[config.mk]
export PLATFORM = sky130hd
export DESIGN_NAME = inv_dgl_bank
export DESIGN_NICKNAME = d
export VERILOG_FILES = /design/src/rtl/inv_dgl_bank.sv
export SDC_FILE = /design/constraint.sdc
export NUM_CORES = 1
export LEC_CHECK = 0
export BUFFER_PORTS_ARGS = -buffer_cell sky130_fd_sc_hd__buf_2
export CAP_MARGIN = 10
export CORE_MARGIN = 2
export CORE_UTILIZATION = 38
export DETAILED_ROUTE_END_ITERATION = 8
export GPL_TIMING_DRIVEN = 0
export PLACE_DENSITY_LB_ADDON = 0.12
export SLEW_MARGIN = 10
export SYNTH_ARGS = -nofsm -noshare
export SYNTH_HDL_FRONTEND = slang
export SYNTH_SLANG_ARGS = --single-unit
[constraint.sdc]
create_clock -name CELCLK -period 1.3 [get_ports CELCLK]
set_input_delay 0 -clock CELCLK [delete_from_list [all_inputs] [get_ports CELCLK]]
set_output_delay 0 -clock CELCLK [all_outputs]
set_load 0.01 [all_outputs]
[src/rtl/inv_dgl_bank.sv]
// ---------------------------------------------------------------------------
// inv_dgl_bank
//
// Multi-channel inverter bank for signals crossing from analog comparators
// into clocked logic. Every channel owns its own input synchroniser and a
// digital deglitch filter. The output of a channel shows the inverse of its
// input only after the synchronised input has differed from the filtered
// state for DGL_CYC consecutive clock edges.
//
// Parameters
//   WIDTH        number of independent channels (1..32)
//   DGL_CYC      consecutive stable edges needed before the output moves (1..255)
//   SYNC_STAGES  synchroniser flops per channel (2..4)
//
// Ports
//   CELCLK   in   1      clock, every state update happens on its rising edge
//   CELRST   in   1      synchronous active-high reset
//   CELV     in   1      supply pin, carried for netlisting only
//   CELG     in   1      ground pin, carried for netlisting only
//   SUB      in   1      substrate pin, carried for netlisting only
//   en       in   1      1 = deglitch active, 0 = bypass filter (sync kept)
//   i        in   WIDTH  asynchronous channel inputs
//   o        out  WIDTH  registered, inverted, filtered outputs
//   busy     out  WIDTH  channel deglitch counter is non-zero
//   chg      out  WIDTH  sticky "output changed" flags      (optional)
//   chg_clr  in   WIDTH  per-channel clear for chg           (optional)
//
// Optional feature
//   Define INVBANK_CHG_FLAG_EN to get the chg / chg_clr ports and the sticky
//   change-flag logic. Without it those ports and the flag logic are absent.
// ---------------------------------------------------------------------------
module inv_dgl_bank #(
  parameter int WIDTH       = 4,
  parameter int DGL_CYC     = 8,
  parameter int SYNC_STAGES = 2
) (
  input  logic             CELCLK,
  input  logic             CELRST,
  input  logic             CELV,
  input  logic             CELG,
  input  logic             SUB,
  input  logic             en,
  input  logic [WIDTH-1:0] i,
  output logic [WIDTH-1:0] o,
`ifdef INVBANK_CHG_FLAG_EN
  output logic [WIDTH-1:0] chg,
  input  logic [WIDTH-1:0] chg_clr,
`endif
  output logic [WIDTH-1:0] busy
);

  // Counter must hold values 0..DGL_CYC-1; sized from DGL_CYC+1 so that the
  // DGL_CYC=1 case still gets a legal one-bit counter.
  localparam int CNT_W = $clog2(DGL_CYC + 1);
  localparam logic [CNT_W-1:0] CNT_LAST = CNT_W'(DGL_CYC - 1);
  localparam logic [CNT_W-1:0] CNT_ONE  = CNT_W'(1);

  logic [WIDTH-1:0] sync_q [SYNC_STAGES];
  logic [WIDTH-1:0] syncOut;

  logic [WIDTH-1:0] filt_q;
  logic [WIDTH-1:0] filt_d;
  logic [WIDTH-1:0] o_q;
  logic [WIDTH-1:0] o_d;

  logic [CNT_W-1:0] cnt_q [WIDTH];
  logic [CNT_W-1:0] cnt_d [WIDTH];

  // Supply, ground and substrate only exist so the symbol matches the
  // schematic-generated netlists; they are folded here and go nowhere.
  logic unusedSupplyPins;
  assign unusedSupplyPins = ^{CELV, CELG, SUB};

  // Input synchroniser: a plain shift chain per channel. The last stage is
  // the only copy of the input that the filter is allowed to look at.
  always_ff @(posedge CELCLK) begin
    if (CELRST) begin
      for (int k = 0; k < SYNC_STAGES; k++) begin
        sync_q[k] <= '0;
      end
    end else begin
      sync_q[0] <= i;
      for (int k = 1; k < SYNC_STAGES; k++) begin
        sync_q[k] <= sync_q[k-1];
      end
    end
  end

  assign syncOut = sync_q[SYNC_STAGES-1];

  // Deglitch decision per channel. Any edge on which the synchronised input
  // agrees with the filtered state throws the pending count away, so only an
  // uninterrupted run of DGL_CYC disagreeing edges moves the filtered state.
  // With the filter bypassed the state follows the synchroniser directly and
  // the count is dropped, so re-enabling always starts counting from zero.
  always_comb begin
    filt_d = filt_q;
    for (int n = 0; n < WIDTH; n++) begin
      cnt_d[n] = '0;
      if (!en) begin
        filt_d[n] = syncOut[n];
      end else if (syncOut[n] != filt_q[n]) begin
        if (cnt_q[n] == CNT_LAST) begin
          filt_d[n] = syncOut[n];
        end else begin
          cnt_d[n] = cnt_q[n] + CNT_ONE;
        end
      end
    end
  end

  // The output is a register loaded with the inverse of the next filtered
  // state, so it moves on the same edge as the filtered state itself and
  // never has a combinational path from the filter logic.
  assign o_d = ~filt_d;

  // Filter state, counters and the inverted output register. Reset drops any
  // pending change and parks the outputs high (inverse of a zero state).
  always_ff @(posedge CELCLK) begin
    if (CELRST) begin
      filt_q <= '0;
      o_q    <= '1;
      for (int n = 0; n < WIDTH; n++) begin
        cnt_q[n] <= '0;
      end
    end else begin
      filt_q <= filt_d;
      o_q    <= o_d;
      for (int n = 0; n < WIDTH; n++) begin
        cnt_q[n] <= cnt_d[n];
      end
    end
  end

  assign o = o_q;

  // Busy simply reports a count in progress; it is derived from the counter
  // register so it updates on the same edge as the count.
  always_comb begin
    busy = '0;
    for (int n = 0; n < WIDTH; n++) begin
      busy[n] = (cnt_q[n] != '0);
    end
  end

`ifdef INVBANK_CHG_FLAG_EN
  logic [WIDTH-1:0] chg_q;
  logic [WIDTH-1:0] chg_d;

  // Sticky change flags. A flag is raised on the edge its output toggles and
  // is cleared by chg_clr on the following edge; when a toggle and a clear
  // land on the same edge the new toggle is kept so no event is lost.
  always_comb begin
    chg_d = (chg_q & ~chg_clr) | (o_q ^ o_d);
  end

  always_ff @(posedge CELCLK) begin
    if (CELRST) begin
      chg_q <= '0;
    end else begin
      chg_q <= chg_d;
    end
  end

  assign chg = chg_q;
`else
  // Change flags are not built in this configuration.
`endif

endmodule

==> impl_metrics.yaml <==
yosys:
  synth_area_leaders: "dfxtp_1 49%, ha_1 7.7%, nor2_1 5.5%"
  syn_area_per_cell_um2: 9.961
  ys_async_sr_fraction: 0
  synth_edf_count: 0
  netlist_instances: 130
  synth-main-ff-cell: "dfxtp_1"
  synth.top_cell.area_share: 0.4947
  yosysTopAreaCell: "dfxtp_1"
  mappedNetlistArea_um2: 1295
  yosysSeqAreaShare: 0.4947
  ys_warn_count: 0
  syn-num-nets: 148
  ys_types: 19
  synth-seq-cells: 32
clocking:
  cts-root-buf: "clkbuf_4"
  clk_pin_slew_ps: 90
  htreeDepth: 2
  cts_buffer_depth: 2
  clk_latency_ps: 320
  cts_tree: "done"
  cts-buffers-inserted: 5
  clkSinkCount: 32
critical_path:
  start_kind: "flop"
  regToRegStartpoint: "cnt_q[0][0]"
  path_class: "flop to flop"
  cp.arrival_ps: 1490
  r2r_slack_ps: 40
  endpoint_kind: "flop"
  path_max_fanout: 4
  critPathRequiredTime_ps: 1520
  cp-startpoint: "cnt_q[0][0]"
  rr_worst_depth: 4
drt:
  routedWlPerCell_um: 9.632
  ant_nets: 0
  top_layer_used: "met4"
  drt_iter0_markers: 26
  vias_per_cell: 4.270
  dr_total_vias: 871
  met1_length_um: 959
  wl_um: 1965
  dr_wl_met2_um: 835
  wl_met3_um: 120
  drt_first_pass_iters: 4
  drc: 0
global_routing:
  grt_max_degree: 11
  antenna_found_initial: 0
  track_usage: 0.1150
  gr-total-overflow: 0
  grt_pass1_vias: 796
  grt_pass1_wl_um: 3401
timing:
  drv_slew: 0
  fin_crit_sh: 0.9701
  skew_ps: 1.609
  finalHoldViolCount: 0
  worstMarginPinSlew_ps: 383.5
  hold_slack_ps: 51.54
  slew_headroom: 0.7441
  fmax_ghz: 0.7929
  rsz0062_at_grt: "yes"
  fin_crit_ps: 1261
  setup_violations: 0
power:
  powerDensity_nw_per_um2: 1076
  p_leak_nw: 0.6752
  ir_drop_mv: 0.5315
worst_hold_path:
  hp-class: "input port to flop"
  hold_path_depth: 3
placed_design:
  gp_congestion: 0.7511
  placed_cells: 190
  post-dp-hpwl_um: 1366
  port_buffers: 14
cells_and_area:
  nFillCells: 339
  multi_input_area_um2: 620.6
  fin_cells: 204
  areaGrowthSynthToFinish_pct: 20.87
  final_layout_size_suffix_gt1_frac: 0.2658
  seq_area_um2: 649.4
  num_antenna_cells: 0
  finalNetCount: 175
  final_util: 0.4728
flow_run:
  cap_violations: 0
die:
  core_um2: 3311
  dieWidth_um: 62.38
  ios: 18
  start_util: 0.3912
  die_area_um2: 3891
  die_y_um: 62.38
  num_rows: 21
status:
  status: "complete, no violations"
-- Yosys cell counts (3+ instances only) --
| cell | count |
|---|---|
| nand2_1 | 7 |
| ha_1 | 8 |
| o2111ai_1 | 3 |
| and2b_1 | 6 |
| o21ai_2 | 3 |
| nor2b_1 | 11 |
| dfxtp_1 | 32 |
| inv_1 | 13 |
| mux2_2 | 3 |
| nand3_1 | 4 |
| xor2_1 | 7 |
| xnor2_1 | 5 |
| nor2_1 | 19 |
| mux2i_1 | 4 |
-- power breakdown --
group / total, W / switching, W / internal, W
registers: 0.00101 / 0.0000101 / 0.00100
clock network: 0.000578 / 0.000312 / 0.000267
logic: 0.0000952 / 0.0000434 / 0.0000518
-- metal layers --
metal / global-route usage / up-vias
met4: 0.06667 / 0
met5: 0 / -
met3: 0.06306 / 7
li1: - / 466
met1: 0.1323 / 383
met2: 0.1685 / 15
-- layout by cell type (no fill, tap or decap) --
master	count
nand3b_1	1
clkbuf_1	2
nand2_1	7
dlygate4sd3_1	4
and2b_1	6
buf_4	2
inv_1	13
o2111ai_1	3
dfxtp_2	7
dfxtp_1	25
clkbuf_8	1
nor2_1	19
nand4_1	1
xor2_1	7
ha_4	1
mux2_4	1
o21ai_2	3
ha_2	3
xnor2_1	5
clkbuf_4	5
mux2i_1	4
and2_4	1
ha_1	4
nand3_1	4
nor2b_1	11
mux2_2	3
buf_2	15
-- through the flow --
stage               power [W]  setup TNS [ps]  area, um2  setup WS (ps)
detailed placement   0.001117               0       1423          18.39
global placement     0.001114               0       1423          36.28
finish               0.001684               0       1565          38.83
global route         0.001781          -27.20       1565         -13.31
floorplan            0.001086               0       1295          96.76
CTS                  0.001716               0       1523          5.264
-- what timing repair did --
| action | in CTS | in global routing |
|---|---|---|
| setup endpoints to repair | 1 | 13 |
| pin swaps | 0 | 2 |
| buffers inserted | 0 | 2 |
| resized for setup | 1 | 11 |
| hold endpoints to repair | 4 | 0 |
| hold buffers | 4 | 0 |
-- worst max-delay path, stage by stage, from the launching register on --
cell     delay (ps)
dfxtp_2         380
ha_4            150
nand2_1          80
o21ai_2         200
mux2_2          350
-- cell families after synthesis --
kind of cell | count (synthesis) | share of synthesized area
AO/OA/AOI/OAI | 6 | 0.04059
XOR/XNOR | 12 | 0.08116
adder cells (fa/ha/maj) | 8 | 0.07730
buffers and inverters | 14 | 0.04154
flip-flops | 32 | 0.4947
multiplexers | 8 | 0.06860
AND/OR/NAND/NOR | 50 | 0.1961
-- final cells by class --
cell class	count	area share
well taps	46	0.03677
plain buffers	1	0.003197
multi-input cells	84	0.3965
flip-flops and latches	32	0.4149
clock buffers	8	0.03757
repair buffers	20	0.07994
inverters	13	0.03118
-- worst min-delay path by stage --
stage                     startpoint      endpoint  slack (ps)
after detailed placement        i[3]  sync_q[0][3]         220
after global placement          i[3]  sync_q[0][3]         210
after CTS                         en          o[1]          40
after floorplan                 i[0]  sync_q[0][0]         130
after global routing              en          o[1]          40
final                             en          o[1]          50
No activity file was read; power rests on OpenSTA's default activity.
